### src/rtl/interpreter_pkg.sv
// Shared opcodes, error byte, FSM state type and argument-length helper for the UART command interpreter.
package interpreter_pkg;

  localparam logic [7:0] OP_RESET  = 8'h01;
  localparam logic [7:0] OP_STEP   = 8'h02;
  localparam logic [7:0] OP_RD_REG = 8'h03;
  localparam logic [7:0] OP_WR_REG = 8'h04;
  localparam logic [7:0] OP_RD_MEM = 8'h05;
  localparam logic [7:0] OP_WR_MEM = 8'h06;
  localparam logic [7:0] OP_RD_ALU = 8'h07;
  localparam logic [7:0] ERR_CODE  = 8'hEE;

  typedef enum logic [2:0] {IDLE, ARGS, EXEC, MEM_WAIT, PULSE, SEND} state_t;

  function automatic logic op_known(input logic [7:0] op);
    return (op >= OP_RESET) && (op <= OP_RD_ALU);
  endfunction

  function automatic logic [3:0] arg_bytes(input logic [7:0] op, input int db, input int ab);
    case (op)
      OP_STEP, OP_RD_REG: return 4'd1;
      OP_WR_REG:          return 4'(1 + db);
      OP_RD_MEM:          return 4'(ab);
      OP_WR_MEM:          return 4'(ab + db);
      default:            return 4'd0;
    endcase
  endfunction

endpackage

### src/rtl/reply_serializer.sv
// Reply shift register: loads one byte or a full data word and pushes it MSB first to the TX FIFO,
// one byte per cycle while tx_full=0; tx_data holds while the FIFO is full.
module reply_serializer #(
  parameter int DATA_WIDTH = 32
) (
  input  logic                  clk,
  input  logic                  reset,
  input  logic                  load,
  input  logic                  single,
  input  logic [7:0]            byte_in,
  input  logic [DATA_WIDTH-1:0] word_in,
  input  logic                  tx_full,
  output logic [7:0]            tx_data,
  output logic                  tx_write,
  output logic                  done
);

  localparam int DB = DATA_WIDTH / 8;

  logic [DATA_WIDTH-1:0] sh_q, sh_d, byte_aligned;
  logic [3:0]            cnt_q, cnt_d;

  // A single byte is left-justified so it leaves first like the top byte of a word.
  assign byte_aligned = DATA_WIDTH'(byte_in) << (DATA_WIDTH - 8);
  assign tx_data      = sh_q[DATA_WIDTH-1 -: 8];
  assign tx_write     = (cnt_q != 4'd0) && !tx_full;
  assign done         = tx_write && (cnt_q == 4'd1);

  always_comb begin
    sh_d  = sh_q;
    cnt_d = cnt_q;
    if (load) begin
      sh_d  = single ? byte_aligned : word_in;
      cnt_d = single ? 4'd1 : 4'(DB);
    end else if (tx_write) begin
      sh_d  = sh_q << 8;
      cnt_d = cnt_q - 4'd1;
    end
  end

  always_ff @(posedge clk) begin
    if (reset) begin
      sh_q  <= '0;
      cnt_q <= '0;
    end else begin
      sh_q  <= sh_d;
      cnt_q <= cnt_d;
    end
  end

endmodule

### src/rtl/command_interpreter.sv
// UART debug command interpreter: decodes opcode+argument bytes and drives core reset/step, registers and memory.
// Optional inter-byte timeout in ARGS is built only when CMD_TIMEOUT_EN is defined.
module command_interpreter
  import interpreter_pkg::*;
#(
  parameter int DATA_WIDTH     = 32,
  parameter int ADDR_WIDTH     = 32,
  parameter int REG_ADDR_WIDTH = 5,
  parameter int RESET_CYCLES   = 8,
  parameter int TIMEOUT_CYCLES = 25000000
) (
  input  logic                      clk,
  input  logic                      reset,
  input  logic                      rx_empty,
  input  logic [7:0]                rx_data,
  output logic                      rx_read,
  input  logic                      tx_full,
  output logic [7:0]                tx_data,
  output logic                      tx_write,
  output logic                      core_reset,
  output logic                      core_clk_en,
  output logic [REG_ADDR_WIDTH-1:0] reg_num,
  output logic [DATA_WIDTH-1:0]     reg_wdata,
  output logic                      reg_write,
  input  logic [DATA_WIDTH-1:0]     reg_rdata,
  input  logic [DATA_WIDTH-1:0]     alu_result,
  output logic [ADDR_WIDTH-1:0]     mem_addr,
  output logic [DATA_WIDTH-1:0]     mem_wdata,
  output logic                      mem_we,
  output logic                      mem_req,
  input  logic                      mem_ack,
  input  logic [DATA_WIDTH-1:0]     mem_rdata
);

  localparam int DB    = DATA_WIDTH / 8;
  localparam int AB    = ADDR_WIDTH / 8;
  localparam int ARG_W = ADDR_WIDTH + DATA_WIDTH;

  state_t                state_q, state_d;
  logic [7:0]            op_q, op_d;
  logic [ARG_W-1:0]      arg_q, arg_d;
  logic [3:0]            left_q, left_d;
  logic [31:0]           cnt_q, cnt_d;
  logic                  phase_q, phase_d;
  logic                  ser_load, ser_single, ser_done;
  logic [7:0]            ser_byte;
  logic [DATA_WIDTH-1:0] ser_word;
`ifdef CMD_TIMEOUT_EN
  logic [31:0]           to_q, to_d;
`endif

  // Argument fields are packed LSB-aligned in arrival order, so the last-received field sits lowest.
  assign reg_num     = (op_q == OP_WR_REG) ? arg_q[8*DB +: REG_ADDR_WIDTH] : arg_q[REG_ADDR_WIDTH-1:0];
  assign reg_wdata   = arg_q[DATA_WIDTH-1:0];
  assign mem_addr    = (op_q == OP_WR_MEM) ? arg_q[DATA_WIDTH +: ADDR_WIDTH] : arg_q[ADDR_WIDTH-1:0];
  assign mem_wdata   = arg_q[DATA_WIDTH-1:0];
  assign mem_req     = (state_q == MEM_WAIT);
  assign mem_we      = mem_req && (op_q == OP_WR_MEM);
  assign core_reset  = (state_q == PULSE) && (op_q == OP_RESET);
  assign core_clk_en = (state_q == PULSE) && (op_q == OP_STEP);

  always_comb begin
    state_d    = state_q;
    op_d       = op_q;
    arg_d      = arg_q;
    left_d     = left_q;
    cnt_d      = cnt_q;
    phase_d    = phase_q;
    rx_read    = 1'b0;
    reg_write  = 1'b0;
    ser_load   = 1'b0;
    ser_single = 1'b1;
    ser_byte   = op_q;
    ser_word   = '0;
`ifdef CMD_TIMEOUT_EN
    to_d       = to_q;
`endif
    case (state_q)
      IDLE: if (!rx_empty && !reset) begin
        rx_read = 1'b1;
        op_d    = rx_data;
        phase_d = 1'b0;
        left_d  = arg_bytes(rx_data, DB, AB);
`ifdef CMD_TIMEOUT_EN
        to_d    = '0;
`endif
        if (!op_known(rx_data)) begin
          ser_load = 1'b1;
          ser_byte = ERR_CODE;
          state_d  = SEND;
        end else if (arg_bytes(rx_data, DB, AB) == 4'd0) begin
          state_d = EXEC;
        end else begin
          state_d = ARGS;
        end
      end
      ARGS: if (!rx_empty && !reset) begin
        rx_read = 1'b1;
        arg_d   = {arg_q[ARG_W-9:0], rx_data};
        left_d  = left_q - 4'd1;
`ifdef CMD_TIMEOUT_EN
        to_d    = '0;
`endif
        if (left_q == 4'd1) state_d = EXEC;
      end
`ifdef CMD_TIMEOUT_EN
      else if (to_q == 32'(TIMEOUT_CYCLES - 1)) begin
        ser_load = 1'b1;
        ser_byte = ERR_CODE;
        state_d  = SEND;
      end else begin
        to_d = to_q + 32'd1;
      end
`endif
      EXEC: case (op_q)
        OP_RESET: begin
          cnt_d   = 32'(RESET_CYCLES);
          state_d = PULSE;
        end
        OP_STEP: if (arg_q[7:0] == 8'd0) begin
          ser_load = 1'b1;
          state_d  = SEND;
        end else begin
          cnt_d   = {24'd0, arg_q[7:0]};
          state_d = PULSE;
        end
        // reg_rdata follows reg_num by one cycle, so the capture waits a second EXEC cycle.
        OP_RD_REG: if (!phase_q) begin
          phase_d = 1'b1;
        end else begin
          ser_load   = 1'b1;
          ser_single = 1'b0;
          ser_word   = reg_rdata;
          state_d    = SEND;
        end
        OP_WR_REG: begin
          reg_write = 1'b1;
          ser_load  = 1'b1;
          state_d   = SEND;
        end
        OP_RD_MEM, OP_WR_MEM: state_d = MEM_WAIT;
        OP_RD_ALU: begin
          ser_load   = 1'b1;
          ser_single = 1'b0;
          ser_word   = alu_result;
          state_d    = SEND;
        end
        default: state_d = IDLE;
      endcase
      MEM_WAIT: if (mem_ack) begin
        ser_load = 1'b1;
        if (op_q == OP_RD_MEM) begin
          ser_single = 1'b0;
          ser_word   = mem_rdata;
        end
        state_d = SEND;
      end
      PULSE: if (cnt_q == 32'd1) begin
        ser_load = 1'b1;
        state_d  = SEND;
      end else begin
        cnt_d = cnt_q - 32'd1;
      end
      SEND: if (ser_done) state_d = IDLE;
      default: state_d = IDLE;
    endcase
  end

  always_ff @(posedge clk) begin
    if (reset) begin
      state_q <= IDLE;
      op_q    <= '0;
      arg_q   <= '0;
      left_q  <= '0;
      cnt_q   <= '0;
      phase_q <= 1'b0;
    end else begin
      state_q <= state_d;
      op_q    <= op_d;
      arg_q   <= arg_d;
      left_q  <= left_d;
      cnt_q   <= cnt_d;
      phase_q <= phase_d;
    end
  end

`ifdef CMD_TIMEOUT_EN
  always_ff @(posedge clk) begin
    if (reset) to_q <= '0;
    else       to_q <= to_d;
  end
`endif

  reply_serializer #(.DATA_WIDTH(DATA_WIDTH)) u_ser (
    .clk      (clk),
    .reset    (reset),
    .load     (ser_load),
    .single   (ser_single),
    .byte_in  (ser_byte),
    .word_in  (ser_word),
    .tx_full  (tx_full),
    .tx_data  (tx_data),
    .tx_write (tx_write),
    .done     (ser_done)
  );

endmodule
### config.mk
export PLATFORM = sky130hd
export DESIGN_NAME = command_interpreter
export DESIGN_NICKNAME = d
export VERILOG_FILES = /design/src/rtl/interpreter_pkg.sv /design/src/rtl/reply_serializer.sv /design/src/rtl/command_interpreter.sv
export SDC_FILE = /design/constraint.sdc
export NUM_CORES = 1
export LEC_CHECK = 0
export CAP_MARGIN = 20
export CORE_ASPECT_RATIO = 0.8
export CORE_MARGIN = 3
export CORE_UTILIZATION = 40
export DETAILED_ROUTE_END_ITERATION = 10
export PLACE_DENSITY = 0.7
export SLEW_MARGIN = 20
export SYNTH_ARGS = -nofsm -noshare
export SYNTH_HDL_FRONTEND = slang
export SYNTH_HIERARCHICAL = 1
export SYNTH_SLANG_ARGS = --single-unit
### constraint.sdc
create_clock -name clk -period 3.1 [get_ports clk]
set_input_delay 0.465 -clock clk [delete_from_list [all_inputs] [get_ports clk]]
set_output_delay 0.465 -clock clk [all_outputs]
set_load 0.01 [all_outputs]
==> impl_metrics.env <==
export IMPL_run_status="finished, final reports clean"
export IMPL_leakage_uw=0.004115
export IMPL_yosysSeqAreaShare_pct=34.64
export IMPL_worstMarginPinSlew_ns=0.6811
export IMPL_hold_violations=0
export IMPL_placeableCoreArea_um2=20820
export IMPL_synth_seq_cells=148
export IMPL_fillerInstances=1934
export IMPL_route_vias_total=8402
export IMPL_ratio_of_cells_with_drive_above_1_in_the_final_layout_pct=17.90
export IMPL_floorplan_io_pins=225
export IMPL_layout_cell_area_non_filler_um2=11630
export IMPL_relSlewSlack_pct=54.59
export IMPL_hold_end="cnt_q[4]$_SDFFE_PP0P_"
export IMPL_yosys_most_used_dff="sky130_fd_sc_hd__dfxtp_1"
export IMPL_synth_fp_nets=1189
export IMPL_multi_input_comb_area_um2=4782
export IMPL_final_instance_count_excl_fill=1526
export IMPL_area_growth_pct=35.97
export IMPL_grt_use_total_pct=22.78
export IMPL_leftover_overflow_at_the_end_of_global_routing=0
export IMPL_synth_edf_count=0
export IMPL_grt_max_degree=73
export IMPL_drt_pre_antenna_iters=5
export IMPL_timing_final_crit_share_pct=97.94
export IMPL_timing_critical_path_from_type="flop"
export IMPL_path_delay_family="buffers and inverters"
export IMPL_post_drt_via_cell_ratio=5.506
export IMPL_floorplan_initialDensity_pct=41.09
export IMPL_clockRootBuffer="sky130_fd_sc_hd__clkbuf_16"
export IMPL_layout_area_seq_um2=2964
export IMPL_worstPathMaxFanout=4
export IMPL_wire_per_inst_um=17.87
export IMPL_vdd_ir_drop_max_uv=487.4
export IMPL_clock_skew_ns=0.009325
export IMPL_worst_setup_hold_path_clk_slew_ns=0.06
export IMPL_grt_setup_unrepaired="yes"
export IMPL_min_path_cells=2
export IMPL_critical_path_buf_inv_count=4
export IMPL_synth_lib_cells_used_distinct=60
export IMPL_fin_nets=1360
export IMPL_antennaDiodeCount=0
export IMPL_worst_path_cell_trace="or4_4 > buf_4 > buf_4 > nor4_4 > buf_4 > clkdlybuf4s50_1"
export IMPL_setup_viol_count_final=0
export IMPL_r2r_start="op_q[4]$_SDFFE_PP0P_"
export IMPL_ff2ff_setup_slack_ns=0.12
export IMPL_finalCriticalPeriod_ns=3.036
export IMPL_min_delay_path_class="input pin to flop"
export IMPL_std_cell_rows=47
export IMPL_die_w_um=169.5
export IMPL_critPathSlowestCell="sky130_fd_sc_hd__or4_4"
export IMPL_timing_critical_path_arrival_ns=2.57
export IMPL_insertion_delay_ns=0.42
export IMPL_post_dp_cell_area_um2=10870
export IMPL_die_height_um=136.8
export IMPL_dp_hpwl_um=19410
export IMPL_post_synth_instance_area_um2=8554
export IMPL_syn_mean_instance_area_um2=7.965
export IMPL_die_area_um2=23190
export IMPL_dp_cells=1480
export IMPL_reg2reg_depth=7
export IMPL_clock_tree_buffer_depth=2
export IMPL_crit_path_end_kind="output pin"
export IMPL_dr_first_iter_drc_count=785
export IMPL_cts_buffers_inserted=17
export IMPL_critical_path_reg2reg_endpoint="cnt_q[31]$_SDFFE_PP0P_"
export IMPL_required_time_of_the_critical_path_ns=2.63
export IMPL_slowest_delay_ns=0.55
export IMPL_h_tree_depth=4
export IMPL_final_slew_violations=0
export IMPL_path_common_cell="sky130_fd_sc_hd__buf_4"
export IMPL_hold_path_startpoint="reset"
export IMPL_ys_warn_count=6
export IMPL_fmax_mhz=329.4
export IMPL_clkSinkCount=148
export IMPL_place_gp_congestion=0.8575
export IMPL_synthesis_instances=1074
export IMPL_path_type_of_the_worst_setup_path="flop to output pin"
export IMPL_grt_pass1_wl_um=42050
export IMPL_final_antenna_net_count=0
export IMPL_numPortBuffers=224
export IMPL_antenna_found_initial=1
export IMPL_tritoncts="built"
export IMPL_max_cap_violations=0
export IMPL_drc=0
export IMPL_wirelength_routed_um=27270
export IMPL_p_per_area_nw_per_um2=730.4
export IMPL_first_global_vias=7840
export IMPL_asyncSetResetFlopFracSynth_pct=0
sequential cells by signal (all words and copies together), names as in the netlist:
signal       count
cnt_q           32
phase_q          1
u_ser/sh_q      32
op_q             8
state_q          3
u_ser/cnt_q      4
arg_q           64
left_q           4
cell usage after synthesis, types with 3 or more instances:
library cell,number,area [um2]
sky130_fd_sc_hd__inv_1,17,63.81
sky130_fd_sc_hd__and2_1,4,25.02
sky130_fd_sc_hd__o32ai_1,10,87.58
sky130_fd_sc_hd__a311oi_1,18,157.7
sky130_fd_sc_hd__clkbuf_1,60,225.2
sky130_fd_sc_hd__a22oi_1,49,367.9
sky130_fd_sc_hd__nand2b_1,89,556.8
sky130_fd_sc_hd__o31ai_1,8,60.06
sky130_fd_sc_hd__buf_4,72,540.5
sky130_fd_sc_hd__or2_2,3,18.77
sky130_fd_sc_hd__a2111oi_0,6,52.55
sky130_fd_sc_hd__a21o_1,4,30.03
sky130_fd_sc_hd__a21oi_1,46,230.2
sky130_fd_sc_hd__or3_1,10,62.56
sky130_fd_sc_hd__a211oi_1,8,60.06
sky130_fd_sc_hd__mux2i_1,9,90.09
sky130_fd_sc_hd__and3_1,5,31.28
sky130_fd_sc_hd__buf_1,6,22.52
sky130_fd_sc_hd__o21ai_0,122,610.6
sky130_fd_sc_hd__or4_1,18,135.1
sky130_fd_sc_hd__nand4_1,3,18.77
sky130_fd_sc_hd__xnor2_1,11,96.34
sky130_fd_sc_hd__mux2_2,46,518.0
sky130_fd_sc_hd__nor4_1,17,106.4
sky130_fd_sc_hd__or3b_2,3,26.28
sky130_fd_sc_hd__buf_2,12,60.06
sky130_fd_sc_hd__nor2_1,46,172.7
sky130_fd_sc_hd__ha_1,6,75.07
sky130_fd_sc_hd__nand2_1,145,544.3
sky130_fd_sc_hd__nand3_1,11,55.05
sky130_fd_sc_hd__o211ai_1,14,105.1
sky130_fd_sc_hd__dfxtp_1,148,2963
sky130_fd_sc_hd__nor3_1,14,70.07
how the worst max path moves through the flow:
stage	from	endpoint	depth (start not counted)
5_1_grt	op_q[4]$_SDFFE_PP0P_	core_clk_en	6
3_3_place_gp	rx_data[6]	u_ser/sh_q[30]$_SDFFE_PP0P_	11
3_5_place_dp	rx_data[6]	u_ser/sh_q[16]$_SDFFE_PP0P_	11
6_report	op_q[4]$_SDFFE_PP0P_	core_clk_en	6
2_1_floorplan	rx_data[6]	u_ser/sh_q[18]$_SDFFE_PP0P_	12
4_1_cts	op_q[4]$_SDFFE_PP0P_	core_clk_en	6
routing by layer:
layer	wire length, um	vias to the layer above	part of all wire (%)	global-route usage (%)
met4	361	2	1.3	5.359
met3	1901	28	7.0	4.043
met2	12370	321	45	36.43
met5	13	-	0.048	0
met1	12620	3935	46	32.12
li1	-	4116	-	-
cell families after synthesis:
| family | share of synthesized area, % |
|---|---|
| adder cells (fa/ha/maj) | 0.8776 |
| multiplexers | 7.108 |
| AO/OA/AOI/OAI | 21.88 |
| flip-flops | 34.64 |
| AND/OR/NAND/NOR | 23.24 |
| XOR/XNOR | 1.229 |
| buffers and inverters | 11.03 |
where the power goes:
group	switching [uW]	internal, uW
Combinational	2140	1680
Sequential	320	2260
Clock	817	1280
Total	3280	5220
cells in the final DEF, fill, tap and decap left out, types with 18 or more instances in the layout:
cell / count
sky130_fd_sc_hd__nor2_1: 43
sky130_fd_sc_hd__clkbuf_2: 18
sky130_fd_sc_hd__o21ai_0: 122
sky130_fd_sc_hd__nand2_1: 143
sky130_fd_sc_hd__a21oi_1: 42
sky130_fd_sc_hd__clkbuf_16: 18
sky130_fd_sc_hd__clkdlybuf4s50_1: 191
sky130_fd_sc_hd__nand2b_1: 88
sky130_fd_sc_hd__a22oi_1: 49
sky130_fd_sc_hd__dfxtp_1: 147
sky130_fd_sc_hd__mux2_2: 46
sky130_fd_sc_hd__buf_4: 67
repair_timing:
action                     CTS  global route
setup endpoints to repair   41            62
pin swaps                    2             4
buffers inserted             3             9
resized for setup           87            48
hold buffers                 0             0
gates cloned                 2             1
final cells by class:
| cell class | count | share of cell area [%] |
|---|---|---|
| Timing Repair Buffer | 305 | 24.77 |
| Clock buffer | 19 | 3.808 |
| Sequential cell | 148 | 25.48 |
| Clock inverter | 12 | 1.345 |
| Inverter | 18 | 0.5809 |
| Multi-Input combinational cell | 755 | 41.11 |
| Tap cell | 269 | 2.894 |
metrics by stage:
stage,setup TNS (ns),setup WS [ns],hold slack (ns),power (uW),util [%]
global route,-0.02714,-0.01160,0.3547,9018,55.87
floorplan,0,0.01226,0.4423,5034,-
detailed placement,-10.99,-0.3990,0.4629,6177,52.19
global placement,-9.349,-0.3451,0.4560,6107,52.19
finish,0,0.06372,0.3514,8495,55.87
CTS,-0.05329,-0.02666,0.3417,8362,55.66
Power figures use the tool's default switching activity.
